**src/rtl/uart_pkg.sv**
```systemverilog
// uart_pkg: shared types and helpers for the parametrised UART receiver.
//   parity_mode_t : run-time parity selection (NONE / EVEN / ODD)
//   rx_state_t    : receiver FSM states
//   sample_point  : mid-bit sample offset for a given baud divisor
//   decode_parity_mode, parity_check : parity helpers used by the FSM
package uart_pkg;

  typedef enum logic [1:0] {
    NONE = 2'b00,
    EVEN = 2'b01,
    ODD  = 2'b10
  } parity_mode_t;

  typedef enum logic [2:0] {
    IDLE   = 3'd0,
    START  = 3'd1,
    DATA   = 3'd2,
    PARITY = 3'd3,
    STOP   = 3'd4
  } rx_state_t;

  // Sample tick offset inside a bit period (integer division).
  function automatic int sample_point(input int clocks_per_bit);
    return clocks_per_bit / 2;
  endfunction

  // The unused encoding 2'b11 behaves as "no parity".
  function automatic parity_mode_t decode_parity_mode(input logic [1:0] raw);
    case (raw)
      2'b01:   return EVEN;
      2'b10:   return ODD;
      default: return NONE;
    endcase
  endfunction

  // acc is the XOR of all payload bits; rx_bit is the received parity bit.
  function automatic logic parity_check(input parity_mode_t mode, input logic acc,
                                        input logic rx_bit);
    case (mode)
      EVEN:    return acc ^ rx_bit;
      ODD:     return ~(acc ^ rx_bit);
      default: return 1'b0;
    endcase
  endfunction

endpackage

```
**src/rtl/uart_rx_sampler.sv**
```systemverilog
// uart_rx_sampler: two-flop synchronizer for the RX pin plus the baud counter
// that produces one sample tick per bit period.
//   clock, clear_n : clock and synchronous active-low reset
//   uart_rx        : raw asynchronous serial line (idle high)
//   i_restart      : FSM has just seen a start edge; realign the bit timing
//   o_rx_s         : synchronized line (second synchronizer stage)
//   o_tick         : mid-bit sample strobe
module uart_rx_sampler
  import uart_pkg::*;
#(
  parameter int CLOCKS_PER_BIT = 18
) (
  input  logic clock,
  input  logic clear_n,
  input  logic uart_rx,
  input  logic i_restart,
  output logic o_rx_s,
  output logic o_tick
);

  localparam int                SAMPLE_POINT = sample_point(CLOCKS_PER_BIT);
  localparam int                CNT_W        = $clog2(CLOCKS_PER_BIT);
  localparam logic [CNT_W-1:0]  CNT_LAST     = CNT_W'(CLOCKS_PER_BIT - 1);
  localparam logic [CNT_W-1:0]  CNT_TICK     = CNT_W'(SAMPLE_POINT);

  logic             r_sync1;
  logic             r_sync2;
  logic [CNT_W-1:0] r_cnt;

  // Two-stage synchronizer, reset to the idle line level.
  always_ff @(posedge clock) begin
    if (!clear_n) begin
      r_sync1 <= 1'b1;
      r_sync2 <= 1'b1;
    end else begin
      r_sync1 <= uart_rx;
      r_sync2 <= r_sync1;
    end
  end

  // Baud counter. The cycle that detects the start edge counts as position 0,
  // so restart loads 1: the start bit is then sampled SAMPLE_POINT cycles
  // after rx_s first goes low.
  always_ff @(posedge clock) begin
    if (!clear_n) begin
      r_cnt <= {CNT_W{1'b0}};
    end else if (i_restart) begin
      r_cnt <= CNT_W'(1);
    end else if (r_cnt == CNT_LAST) begin
      r_cnt <= {CNT_W{1'b0}};
    end else begin
      r_cnt <= r_cnt + CNT_W'(1);
    end
  end

  assign o_rx_s = r_sync2;
  assign o_tick = (r_cnt == CNT_TICK);

endmodule

```
**src/rtl/uart_rx_param.sv**
```systemverilog
// uart_rx_param: parametrised UART receiver with start-glitch rejection,
// run-time parity mode, per-frame error flags and a valid/ready output.
//   clock, clear_n  : clock and synchronous active-low reset
//   uart_rx         : asynchronous serial input, idle high
//   parity_mode     : 00 none, 01 even, 10 odd, 11 none (latched per frame)
//   data_out_ready  : consumer accepts the held frame this cycle
//   data_out_valid  : data_out/parity_error/framing_error hold a frame
//   data_out        : received payload (LSB first on the wire)
//   parity_error    : parity mismatch on the held frame
//   framing_error   : a stop bit of the held frame was sampled low
//   overrun         : sticky, a completed frame was dropped; cleared on handshake
//   busy            : receiver is inside a frame
module uart_rx_param
  import uart_pkg::*;
#(
  parameter int CLOCKS_PER_BIT = 18,
  parameter int DATA_BITS      = 8,
  parameter int STOP_BITS      = 2
) (
  input  logic                 clock,
  input  logic                 clear_n,
  input  logic                 uart_rx,
  input  logic [1:0]           parity_mode,
  input  logic                 data_out_ready,
  output logic                 data_out_valid,
  output logic [DATA_BITS-1:0] data_out,
  output logic                 parity_error,
  output logic                 framing_error,
  output logic                 overrun,
  output logic                 busy
);

  localparam logic [3:0] LAST_DATA_IDX = 4'(DATA_BITS - 1);
  localparam logic       LAST_STOP_IDX = 1'(STOP_BITS - 1);

  logic                 w_rx_s;
  logic                 w_tick;
  logic                 w_restart;
  logic                 w_start_ok;
  logic                 w_shift_en;
  logic                 w_par_en;
  logic                 w_stop_en;
  logic                 w_commit;
  logic                 w_handshake;
  rx_state_t            w_next_state;

  rx_state_t            r_state;
  parity_mode_t         r_mode;
  logic [DATA_BITS-1:0] r_shift;
  logic [3:0]           r_bit_idx;
  logic                 r_stop_idx;
  logic                 r_acc;
  logic                 r_par_err;
  logic                 r_frm_err;
  logic                 r_valid;
  logic [DATA_BITS-1:0] r_data;
  logic                 r_par_flag;
  logic                 r_frm_flag;
  logic                 r_overrun;
  logic                 r_busy;

  uart_rx_sampler #(
    .CLOCKS_PER_BIT(CLOCKS_PER_BIT)
  ) u_sampler (
    .clock    (clock),
    .clear_n  (clear_n),
    .uart_rx  (uart_rx),
    .i_restart(w_restart),
    .o_rx_s   (w_rx_s),
    .o_tick   (w_tick)
  );

  assign w_handshake = r_valid & data_out_ready;

  // FSM state register.
  always_ff @(posedge clock) begin
    if (!clear_n) begin
      r_state <= IDLE;
    end else begin
      r_state <= w_next_state;
    end
  end

  // FSM next-state and per-tick datapath strobes.
  always_comb begin
    w_next_state = r_state;
    w_restart    = 1'b0;
    w_start_ok   = 1'b0;
    w_shift_en   = 1'b0;
    w_par_en     = 1'b0;
    w_stop_en    = 1'b0;
    w_commit     = 1'b0;
    case (r_state)
      IDLE: begin
        if (!w_rx_s) begin
          w_next_state = START;
          w_restart    = 1'b1;
        end else begin
          w_next_state = IDLE;
        end
      end
      START: begin
        if (w_tick) begin
          if (w_rx_s) begin
            // Line back high at mid start bit: treat as a glitch.
            w_next_state = IDLE;
          end else begin
            w_next_state = DATA;
            w_start_ok   = 1'b1;
          end
        end else begin
          w_next_state = START;
        end
      end
      DATA: begin
        if (w_tick) begin
          w_shift_en = 1'b1;
          if (r_bit_idx == LAST_DATA_IDX) begin
            if (r_mode != NONE) begin
              w_next_state = PARITY;
            end else begin
              w_next_state = STOP;
            end
          end else begin
            w_next_state = DATA;
          end
        end else begin
          w_next_state = DATA;
        end
      end
      PARITY: begin
        if (w_tick) begin
          w_par_en     = 1'b1;
          w_next_state = STOP;
        end else begin
          w_next_state = PARITY;
        end
      end
      STOP: begin
        if (w_tick) begin
          w_stop_en = 1'b1;
          if (r_stop_idx == LAST_STOP_IDX) begin
            // Straight to IDLE so a start edge inside this bit is not missed.
            w_commit     = 1'b1;
            w_next_state = IDLE;
          end else begin
            w_next_state = STOP;
          end
        end else begin
          w_next_state = STOP;
        end
      end
      default: begin
        w_next_state = IDLE;
      end
    endcase
  end

  // Frame accumulators: payload shift, running parity and error capture.
  always_ff @(posedge clock) begin
    if (!clear_n) begin
      r_mode     <= NONE;
      r_shift    <= {DATA_BITS{1'b0}};
      r_bit_idx  <= 4'd0;
      r_stop_idx <= 1'b0;
      r_acc      <= 1'b0;
      r_par_err  <= 1'b0;
      r_frm_err  <= 1'b0;
    end else begin
      if (w_start_ok) begin
        r_mode     <= decode_parity_mode(parity_mode);
        r_shift    <= {DATA_BITS{1'b0}};
        r_bit_idx  <= 4'd0;
        r_stop_idx <= 1'b0;
        r_acc      <= 1'b0;
        r_par_err  <= 1'b0;
        r_frm_err  <= 1'b0;
      end
      if (w_shift_en) begin
        // LSB arrives first; after DATA_BITS shifts it sits at bit 0.
        r_shift   <= {w_rx_s, r_shift[DATA_BITS-1:1]};
        r_acc     <= r_acc ^ w_rx_s;
        r_bit_idx <= r_bit_idx + 4'd1;
      end
      if (w_par_en) begin
        r_par_err <= parity_check(r_mode, r_acc, w_rx_s);
      end
      if (w_stop_en) begin
        r_stop_idx <= r_stop_idx + 1'b1;
        if (!w_rx_s) begin
          r_frm_err <= 1'b1;
        end
      end
    end
  end

  // Output holding register with valid/ready handshake and overrun tracking.
  always_ff @(posedge clock) begin
    if (!clear_n) begin
      r_valid    <= 1'b0;
      r_data     <= {DATA_BITS{1'b0}};
      r_par_flag <= 1'b0;
      r_frm_flag <= 1'b0;
      r_overrun  <= 1'b0;
    end else begin
      if (w_commit && (!r_valid || w_handshake)) begin
        r_data     <= r_shift;
        r_par_flag <= r_par_err;
        // The final stop sample is still on the line this cycle.
        r_frm_flag <= r_frm_err | ~w_rx_s;
        r_valid    <= 1'b1;
      end else if (w_handshake) begin
        r_valid <= 1'b0;
      end
      if (w_commit && r_valid && !w_handshake) begin
        r_overrun <= 1'b1;
      end else if (w_handshake) begin
        r_overrun <= 1'b0;
      end
    end
  end

  // Busy follows the FSM but is registered from the next state.
  always_ff @(posedge clock) begin
    if (!clear_n) begin
      r_busy <= 1'b0;
    end else begin
      r_busy <= (w_next_state != IDLE);
    end
  end

  assign data_out_valid = r_valid;
  assign data_out       = r_data;
  assign parity_error   = r_par_flag;
  assign framing_error  = r_frm_flag;
  assign overrun        = r_overrun;
  assign busy           = r_busy;

endmodule

```
**config.mk**
```make
export PLATFORM = sky130hd
export DESIGN_NAME = uart_rx_param
export DESIGN_NICKNAME = d
export VERILOG_FILES = /design/src/rtl/uart_pkg.sv /design/src/rtl/uart_rx_sampler.sv /design/src/rtl/uart_rx_param.sv
export SDC_FILE = /design/constraint.sdc
export NUM_CORES = 1
export LEC_CHECK = 0
export ABC_AREA = 1
export BUFFER_PORTS_ARGS = -buffer_cell sky130_fd_sc_hd__buf_4
export CORE_MARGIN = 2
export CORE_UTILIZATION = 35
export CTS_BUF_LIST = sky130_fd_sc_hd__clkbuf_16
export CTS_CLUSTER_SIZE = 40
export DETAILED_ROUTE_END_ITERATION = 16
export PLACE_DENSITY = 0.53
export SETUP_SLACK_MARGIN = 0.02
export SYNTH_ARGS = -nofsm -noshare
export SYNTH_HDL_FRONTEND = slang
export SYNTH_SLANG_ARGS = --single-unit
```
**constraint.sdc**
```tcl
create_clock -name clock -period 1.91 [get_ports clock]
set_input_delay 0.573 -clock clock [delete_from_list [all_inputs] [get_ports clock]]
set_output_delay 0.573 -clock clock [all_outputs]
set_load 0.005 [all_outputs]
```
==> impl_metrics.py, run 1 <==
metrics = {
    "clock_tree": {
        "clockRootBuffer": "clkbuf_16",
        "cts_buffers": 5,
        "clock_sinks": 41,
        "cts_setup_buffers": 0,
        "ctsHoldBuffers": 0,
        "cts_tree": "done",
        "clock_latency_ns": 0.29,
        "clk_path_buf_depth": 2,
        "clk_pin_slew_ns": 0.06,
        "htreeDepth": 2,
        "cts_resized": 0,
    },
    "yosys": {
        "avgSynthCellArea_um2": 7.68,
        "ys_ff_latch": 41,
        "synthFlopType": "dfxtp_1",
        "ys_async_sr_fraction_pct": 0,
        "yosys_warnings": 0,
        "yosysUniqueCellTypes": 28,
        "synth_commonest_cells": "nand2_1 (57), dfxtp_1 (41), a21oi_1 (29)",
        "synth.area.top_cells": "dfxtp_1 (45%), nand2_1 (12%), a21oi_1 (8.0%), nand3_1 (4.4%), inv_1 (4.3%)",
        "synth_top_area_share_pct": 45.3,
        "syn_inst": 236,
        "synth-edff-count": 0,
        "synth_most_common_cell": "nand2_1",
        "synth_area_leader_cell": "dfxtp_1",
        "yosysSeqAreaShare_pct": 45.3,
        "syn-cell-area_um2": 1810,
        "synth_fp_nets": 245,
    },
    "setup_path": {
        "crit_buf_inv": 2,
        "crit_required_ns": 2.13,
        "max_stage_delay_ns": 0.34,
        "crit_path_start_kind": "flop",
        "slowest_stage": "dfxtp_1",
        "path_max_fanout": 15,
        "worst-setup-path-type": "reg2reg",
        "cp_top_family": "simple AND/OR/NAND/NOR gates",
        "arrival_ns": 1.72,
        "endpoint_kind": "flop",
        "path_cells": "inv_1 > ha_1 > nand2_2 > inv_2 > nand2_4 > nor2_8 > nor2_4 > nand2_1 > a21oi_2",
    },
    "floorplanning": {
        "ioPinCount": 19,
        "fp.dieW_um": 76.0,
        "core_um2": 5040,
        "die_y_um": 76.0,
        "start_util_pct": 36.0,
        "row_count": 26,
        "die_area_um2": 5770,
    },
    "grt": {
        "grt_pass1_vias": 1512,
        "antenna_found_initial": 0,
        "grt_pass1_wl_mm": 6.90,
        "grt_max_degree": 26,
        "grt.overflow.total": 0,
        "gr-usage-all-layers_pct": 14.7,
    },
    "sta": {
        "slew_viol_final": 0,
        "rsz0062_at_grt": "false",
        "fin_skew_ns": 0.00467,
        "period_minus_slack_ns": 1.50,
        "hold_ws_ns": 0.419,
        "fin_setup_tns_ns": 0,
        "setup_viol": 0,
        "hold_viol_final": 0,
        "worst_slack_ns": 0.413,
        "tightest_slew_ns": 0.355,
        "post-route-period-util_pct": 78.4,
        "relSlewSlack_pct": 76.3,
        "clock.fmax_mhz": 668,
    },
    "run_status": {
        "status": "completed",
    },
    "place": {
        "place_ws_ns": 0.416,
        "io_buffers": 18,
        "dp_hpwl_mm": 2.69,
        "gp_congestion": 0.768,
        "dp_cells": 319,
        "placed_cell_area_um2": 2000,
    },
    "route": {
        "drc": 0,
        "wirelength_mm": 3.69,
        "drt_iter0_markers": 74,
        "via_per_inst": 4.67,
        "routedWlPerCell_um": 11.3,
        "dr.pass1.iters": 4,
        "ant_nets": 0,
        "vias": 1528,
    },
    "finish": {
        "syn2layout_area_growth_pct": 19.8,
        "stdcell_count": 327,
        "final_nets": 265,
        "drive_gt1_share_pct": 17.9,
        "fin_area_um2": 2170,
        "num_antenna_cells": 0,
        "post-route-util_pct": 43.1,
    },
    "power_and_ir_drop": {
        "total_power_mw": 1.90,
        "p_leak_nw": 0.880,
        "power.density_nw_per_um2": 874,
        "vdd_drop_max_v": 0.000427,
    },
    "flow_run": {
        "drv_cap": 0,
    },
    "min_path": {
        "worst_hold_path_type": "reg2reg",
    },
}
==> logic make-up after synthesis <==
group,count (synthesis),synth area share [%]
AOI/OAI and AO/OA,39,11.6
and+or+nand+nor,117,30.9
buffers and inverters,31,7.73
xor gates and xnor gates,5,2.42
adders and majority gates,3,2.07
DFF,41,45.3
==> metal layers <==
layer | track usage (%) | share of wire (%) | vias up
li1 | - | - | 812
met1 | 18.1 | 48 | 697
met2 | 24.1 | 47 | 13
met3 | 4.03 | 3.0 | 6
met4 | 6.73 | 2.0 | 0
met5 | 0 | 0 | -
==> final cells by class <==
type | count | area, um^2
Timing Repair Buffer | 20 | 150
Multi-Input combinational cell | 164 | 852
Sequential cell | 41 | 821
Fill cell | 519 | 2870
Inverter | 24 | 90.1
Clock buffer | 5 | 125
Clock inverter | 3 | 46.3
Tap cell | 70 | 87.6
==> worst paths after layout <==
path	slack [ns]	startpoint	cells past startpoint	end
worst max-delay path	0.41	u_sampler.r_cnt[1]	9	r_shift[7]
worst min-delay path	0.42	u_sampler.r_sync1	1	u_sampler.o_rx_s
worst max register to register	0.41	u_sampler.r_cnt[1]	9	r_shift[7]
worst min register to register	0.42	u_sampler.r_sync1	1	u_sampler.o_rx_s
==> cell usage in the layout (no fill, tap or decap), types with 2 or more instances in the layout <==
cell / synthesis / final
nor3_1: 2 / 2
nand2_1: 57 / 57
nand2_2: 2 / 2
nand3_1: 16 / 16
nand4_1: 9 / 9
nor2_4: 2 / 2
clkbuf_16: 0 / 5
inv_2: 2 / 2
o21ai_0: 5 / 5
dfxtp_1: 41 / 41
ha_1: 3 / 3
inv_1: 21 / 21
nor2_1: 20 / 20
xor2_1: 4 / 4
buf_4: 0 / 20
a21oi_2: 3 / 3
a21oi_1: 29 / 29
nor2_2: 2 / 2
or2_2: 3 / 3
==> flip-flops by register name (all words and copies together), names as in the netlist <==
| signal | flops |
|---|---|
| u_sampler.o_rx_s | 1 |
| busy | 1 |
| r_stop_idx | 1 |
| overrun | 1 |
| r_frm_err | 1 |
| r_mode | 2 |
| u_sampler.r_cnt | 5 |
| framing_error | 1 |
| r_par_err | 1 |
| data_out_valid | 1 |
| parity_error | 1 |
| data_out | 8 |
| r_state | 3 |
| u_sampler.r_sync1 | 1 |
| r_bit_idx | 4 |
| r_shift | 8 |
| r_acc | 1 |
==> worst reg2reg max path, cell delays in order (launching register included) <==
cell,delay [ns]
dfxtp_1,0.34
inv_1,0.05
ha_1,0.19
nand2_2,0.09
inv_2,0.05
nand2_4,0.12
nor2_8,0.08
nor2_4,0.27
nand2_1,0.11
a21oi_2,0.12
==> report_power, final <==
part | leakage [nW] | switching (mW) | internal (mW) | total [mW]
Combinational | 0.468 | 0.0356 | 0.0246 | 0.0603
Clock | 0.0800 | 0.346 | 0.618 | 0.964
Sequential | 0.331 | 0.00879 | 0.865 | 0.874
Total | 0.880 | 0.390 | 1.51 | 1.90
(Power assumes the default switching activity.)
==> run 2, diff against run 1 <==
--- a/config.mk
+++ b/config.mk
@@ -12,7 +12,7 @@
 export CTS_BUF_LIST = sky130_fd_sc_hd__clkbuf_16
 export CTS_CLUSTER_SIZE = 40
 export DETAILED_ROUTE_END_ITERATION = 16
-export PLACE_DENSITY = 0.53
+export PLACE_DENSITY = 0.55
 export SETUP_SLACK_MARGIN = 0.02
 export SYNTH_ARGS = -nofsm -noshare
 export SYNTH_HDL_FRONTEND = slang
==> constraint.sdc (replaced) <==
create_clock -name clock -period 1.24 [get_ports clock]
set_input_delay 0.372 -clock clock [delete_from_list [all_inputs] [get_ports clock]]
set_output_delay 0.372 -clock clock [all_outputs]
set_load 0.005 [all_outputs]
==> run 2 against run 1 <==
  * Critical path depth increased by 1
  * Maximum frequency up 9.8%
  * Register-to-register slack worse by 0.54 ns
  * Final cell count is 9.5% higher
  * The flow now finishes with violations (negative setup slack)
  * Combinational power grew to 2.7 times the previous value
  * Sequential power increased by 54%
  * Count of clock-buffer cells in the layout is the same
  * Global-route usage up 0.10 points
  * Highest routed layer unchanged
  * Sequential share of layout area decreased by 6.9 points
==> impl_metrics.py, run 2 (synthesized netlist as in run 1, its figures left out) <==
metrics = {
    "finish": {
        "post-route-util_pct": 53.0,
        "nFillCells": 499,
        "final_nets": 296,
        "num_antenna_cells": 0,
        "final_common_cell": "buf_4",
        "fin_area_um2": 2670,
        "stdcell_count": 358,
        "mostFrequentLayoutCells": "buf_4 (41), nand2_1 (40), dfxtp_1 (37)",
        "syn2layout_area_growth_pct": 47.3,
        "drive_gt1_share_pct": 42.4,
    },
    "floorplanning": {
        "core_um2": 5040,
        "start_util_pct": 36.0,
        "row_count": 26,
        "die_y_um": 76.0,
        "die_area_um2": 5770,
        "ioPinCount": 19,
        "fp.dieW_um": 76.0,
    },
    "route": {
        "wirelength_mm": 4.04,
        "via_per_inst": 4.58,
        "ant_nets": 0,
        "drc": 0,
        "routedWlPerCell_um": 11.3,
        "drt_iter0_markers": 37,
        "dr.pass1.iters": 4,
        "vias": 1638,
    },
    "clock_tree": {
        "cts_tree": "done",
        "cts_buffers": 5,
        "ctsHoldBuffers": 0,
        "clock_sinks": 41,
        "clk_pin_slew_ns": 0.06,
        "clk_path_buf_depth": 2,
        "htreeDepth": 2,
        "clockRootBuffer": "clkbuf_16",
        "clock_latency_ns": 0.28,
    },
    "sta": {
        "fin_skew_ns": 0.00597,
        "hold_viol_final": 0,
        "post-route-period-util_pct": 110,
        "slew_viol_final": 0,
        "worst_slack_ns": -0.124,
        "tightest_slew_ns": 0.325,
        "rsz0062_at_grt": "true",
        "relSlewSlack_pct": 78.3,
        "clock.fmax_mhz": 733,
        "period_minus_slack_ns": 1.36,
        "setup_viol": 30,
        "hold_ws_ns": 0.271,
    },
    "setup_path": {
        "endpoint_kind": "flop",
        "path_max_fanout": 5,
        "regToRegStartpoint": "u_sampler.r_cnt[1]",
        "r2r_slack_ns": -0.12,
        "r2r-end": "framing_error",
        "worst-setup-path-type": "reg2reg",
        "arrival_ns": 1.59,
        "crit_path_start_kind": "flop",
        "rr_worst_depth": 10,
        "crit_required_ns": 1.46,
    },
    "power_and_ir_drop": {
        "p_int_mw": 2.37,
        "p_leak_nw": 1.10,
        "power.density_nw_per_um2": 1120,
        "seqPwrFrac_pct": 45.0,
        "p_switching_mw": 0.623,
        "vdd_drop_max_v": 0.000871,
        "swShare_pct": 20.8,
        "p_clk_share_pct": 49.5,
        "comb_power_share_pct": 5.5,
    },
    "min_path": {
        "min-delay-start": "uart_rx",
        "whs_endpoint": "u_sampler.r_sync1",
        "worst_hold_path_type": "in2reg",
        "hold_path_depth": 2,
    },
    "place": {
        "dp_cells": 344,
        "dp_hpwl_mm": 2.91,
        "gp_congestion": 0.799,
        "placed_cell_area_um2": 2270,
        "io_buffers": 18,
    },
    "flow_run": {
        "drv_cap": 0,
    },
    "grt": {
        "gr-usage-all-layers_pct": 14.8,
        "grt_max_degree": 16,
        "antenna_found_initial": 0,
        "grt_pass1_wl_mm": 6.77,
        "grt.overflow.total": 0,
        "grt_pass1_vias": 1504,
    },
    "run_status": {
        "violations": "negative setup slack",
        "status": "finished with violations",
    },
}
run 2: worst max-delay path: stages (launching register included):
cell and delay (ns):
dfxtp_2 0.32, inv_2 0.06, ha_4 0.14, nand2_4 0.06, inv_4 0.08, nand2_8 0.08
nor2_4 0.18, nand3_1 0.14, nand2_1 0.09, nand2_1 0.05, nor2_1 0.10
run 2: worst max-delay path by stage:
| stage | slack (ns) | to | start |
|---|---|---|---|
| final | -0.12 | framing_error | u_sampler.r_cnt[1] |
| after CTS | -0.09 | framing_error | u_sampler.r_cnt[1] |
| after floorplan | -0.02 | r_bit_idx[3] | u_sampler.r_cnt[0] |
| after global routing | -0.19 | busy | u_sampler.r_cnt[4] |
| after detailed placement | -0.12 | parity_error | u_sampler.r_cnt[1] |
| after global placement | -0.07 | data_out[2] | u_sampler.r_cnt[1] |
run 2: per-layer routing:
metal  global-route usage [%]  vias up  share of wire (%)
met5                        0        -                  0
met4                     6.55        0                1.8
met3                     3.91        6                2.7
met2                     23.5       19                 48
met1                     19.1      746                 48
li1                         -      867                  -
run 2: timing repair:
action	in CTS	in global routing
setup endpoints to repair	34	35
resized for setup	18	40
pin swaps	3	12
gates cloned	2	0
buffers inserted	1	3
run 2: power groups by stage:
stage	logic [mW]	clock network [mW]	registers, mW
after floorplan	0.0677	0	1.38
after global placement	0.137	0	1.37
after detailed placement	0.143	0	1.38
after CTS	0.147	1.52	1.35
after global routing	0.182	1.57	1.35
final	0.164	1.48	1.35
run 2: metrics by stage:
| step | TNS (ns) | setup WS, ns | total power [mW] |
|---|---|---|---|
| after CTS | -1.90 | -0.0902 | 3.01 |
| after detailed placement | -2.22 | -0.120 | 1.52 |
| after floorplan | -0.128 | -0.0165 | 1.44 |
| after global placement | -1.28 | -0.0702 | 1.51 |
| final | -1.93 | -0.124 | 2.99 |
| after global routing | -4.27 | -0.187 | 3.10 |
run 2: area by class of cell:
cell class / instances / area (um^2) / share of cell area, %
flip-flops and latches: 41 / 826 / 30.9
inverters: 24 / 97.6 / 3.66
clock buffers: 5 / 125 / 4.69
repair inverters: 1 / 7.51 / 0.281
well taps: 70 / 87.6 / 3.28
repair buffers: 49 / 433 / 16.2
clock inverters: 3 / 46.3 / 1.73
multi-input cells: 165 / 1050 / 39.2
==> run 3, diff against run 2 <==
--- a/config.mk
+++ b/config.mk
@@ -13,6 +13,7 @@
 export CTS_CLUSTER_SIZE = 40
 export DETAILED_ROUTE_END_ITERATION = 16
 export PLACE_DENSITY = 0.55
+export REMOVE_ABC_BUFFERS = 1
 export SETUP_SLACK_MARGIN = 0.02
 export SYNTH_ARGS = -nofsm -noshare
 export SYNTH_HDL_FRONTEND = slang
==> run 3 against run 2 <==
  * The flow still finishes with violations (negative setup slack)
  * Critical endpoint is now r_bit_idx[3]
  * Hold slack gained 0.0087 ns
  * Critical path depth is the same
  * Clock skew shrank 0.0010 ns
  * Largest power group is now registers
  * Core utilization shrank 2.1 points
  * Cell area shrank 4.0%
  * Critical path type unchanged
==> impl_metrics.py, run 3 (synthesized netlist as in run 1, its figures left out) <==
metrics = {
    "setup_path": {
        "path_max_fanout": 12,
        "crit_required_ns": 1.41,
        "max_stage_delay_ns": 0.32,
        "r2r_slack_ns": -0.1,
        "rr_worst_depth": 10,
        "arrival_ns": 1.51,
        "path_cells": "inv_2 > ha_4 > nand2_4 > inv_6 > nand2_8 > nor2_8 > nor2_4 > buf_12 > nand2_1 > a21oi_2",
        "worst-setup-path-type": "reg2reg",
        "crit_path_start_kind": "flop",
        "endpoint_kind": "flop",
        "slowest_stage": "dfxtp_2",
    },
    "place": {
        "dp_hpwl_mm": 2.74,
        "io_buffers": 18,
        "dp_cells": 337,
        "placed_cell_area_um2": 2150,
        "gp_congestion": 0.762,
        "place_ws_ns": -0.193,
    },
    "clock_tree": {
        "clock_sinks": 41,
        "clockRootBuffer": "clkbuf_16",
        "cts_buffers": 5,
        "clk_pin_slew_ns": 0.06,
        "clk_path_buf_depth": 2,
        "htreeDepth": 2,
        "cts_tree": "done",
        "clock_latency_ns": 0.28,
    },
    "grt": {
        "grt_max_degree": 25,
        "gr-usage-all-layers_pct": 14.4,
        "grt_pass1_vias": 1555,
        "grt.overflow.total": 0,
        "antenna_found_initial": 0,
        "grt_pass1_wl_mm": 6.75,
    },
    "sta": {
        "tightest_slew_ns": 0.266,
        "worst_slack_ns": -0.0980,
        "fin_skew_ns": 0.00496,
        "period_minus_slack_ns": 1.34,
        "relSlewSlack_pct": 82.2,
        "clock.fmax_mhz": 747,
        "setup_viol": 19,
        "hold_viol_final": 0,
        "hold_ws_ns": 0.279,
        "slew_viol_final": 0,
        "post-route-period-util_pct": 108,
        "rsz0062_at_grt": "true",
    },
    "floorplanning": {
        "die_area_um2": 5770,
        "die_y_um": 76.0,
        "core_um2": 5040,
        "ioPinCount": 19,
        "start_util_pct": 36.0,
        "fp.dieW_um": 76.0,
        "row_count": 26,
    },
    "finish": {
        "regArea_um2": 826,
        "multi_input_area_um2": 1030,
        "drive_gt1_share_pct": 38.7,
        "fin_area_um2": 2560,
        "syn2layout_area_growth_pct": 41.3,
        "num_antenna_cells": 0,
        "final_common_cell": "nand2_1",
        "stdcell_count": 352,
        "final_nets": 291,
        "mostFrequentLayoutCells": "nand2_1 (49), buf_4 (38), dfxtp_1 (37)",
        "nFillCells": 502,
    },
    "power_and_ir_drop": {
        "p_leak_nw": 1.04,
        "vdd_drop_max_v": 0.000554,
        "power.density_nw_per_um2": 1060,
    },
    "route": {
        "vias": 1655,
        "routedWlPerCell_um": 11.4,
        "drc": 0,
        "wl_met2_mm": 1.95,
        "drt_iter0_markers": 83,
        "ant_nets": 0,
        "routed-wl-met3_um": 169,
        "via_per_inst": 4.70,
        "dr.pass1.iters": 4,
        "wl_met1_mm": 1.86,
        "wirelength_mm": 4.03,
        "routed.top_layer": "met4",
    },
    "run_status": {
        "status": "finished with violations",
        "violations": "negative setup slack",
    },
    "min_path": {
        "worst_hold_path_type": "in2reg",
        "hold_path_depth": 2,
    },
    "flow_run": {
        "drv_cap": 0,
    },
}
## run 3: timing repair
item	in CTS	in global routing
hold buffers	0	0
resized for setup	27	35
gates cloned	0	1
buffers inserted	1	7
pin swaps	15	6
setup endpoints to repair	34	35
## run 3: path summary, 6_finish.rpt
path                                    startpoint                end
worst max register to register  u_sampler.r_cnt[1]       r_bit_idx[3]
worst max-delay path            u_sampler.r_cnt[1]       r_bit_idx[3]
worst min register to register   u_sampler.r_sync1   u_sampler.o_rx_s
worst min-delay path                       uart_rx  u_sampler.r_sync1
## run 3: layer usage
layer	vias to the layer above	global-route usage (%)
li1	863	-
met1	756	18.5
met2	30	22.8
met3	6	4.50
met4	0	5.09
met5	-	0
## run 3: final cells by class
class                      instances  area share (%)
multi-input combinational        165            40.2
sequential                        41            32.2
timing repair buffer              45            14.9
clock buffer                       5            4.88
inverter                          24            3.91
tap                               70            3.42
clock inverter                     2           0.439
## run 3: through the flow
stage               total power, mW  TNS [ns]  util, %
global placement               1.49     -2.88     42.6
floorplan                      1.43     -1.67        -
CTS                            2.74     -1.26     47.6
finish                         2.73     -1.15     50.8
detailed placement             1.50     -3.90     42.6
global route                   2.85     -3.34     50.8
## run 3: critical path: cells and delay by family, from the launching register on
kind            cells  cell delay (ns)
simple gates        5             0.44
flops               1             0.32
buf+inv             3             0.28
fa+ha+maj           1             0.13
compound gates      1             0.05
## run 3: power by group
part / internal [mW] / switching, mW
combinational: 0.0736 / 0.0828
sequential: 1.34 / 0.0120
clock: 0.726 / 0.496
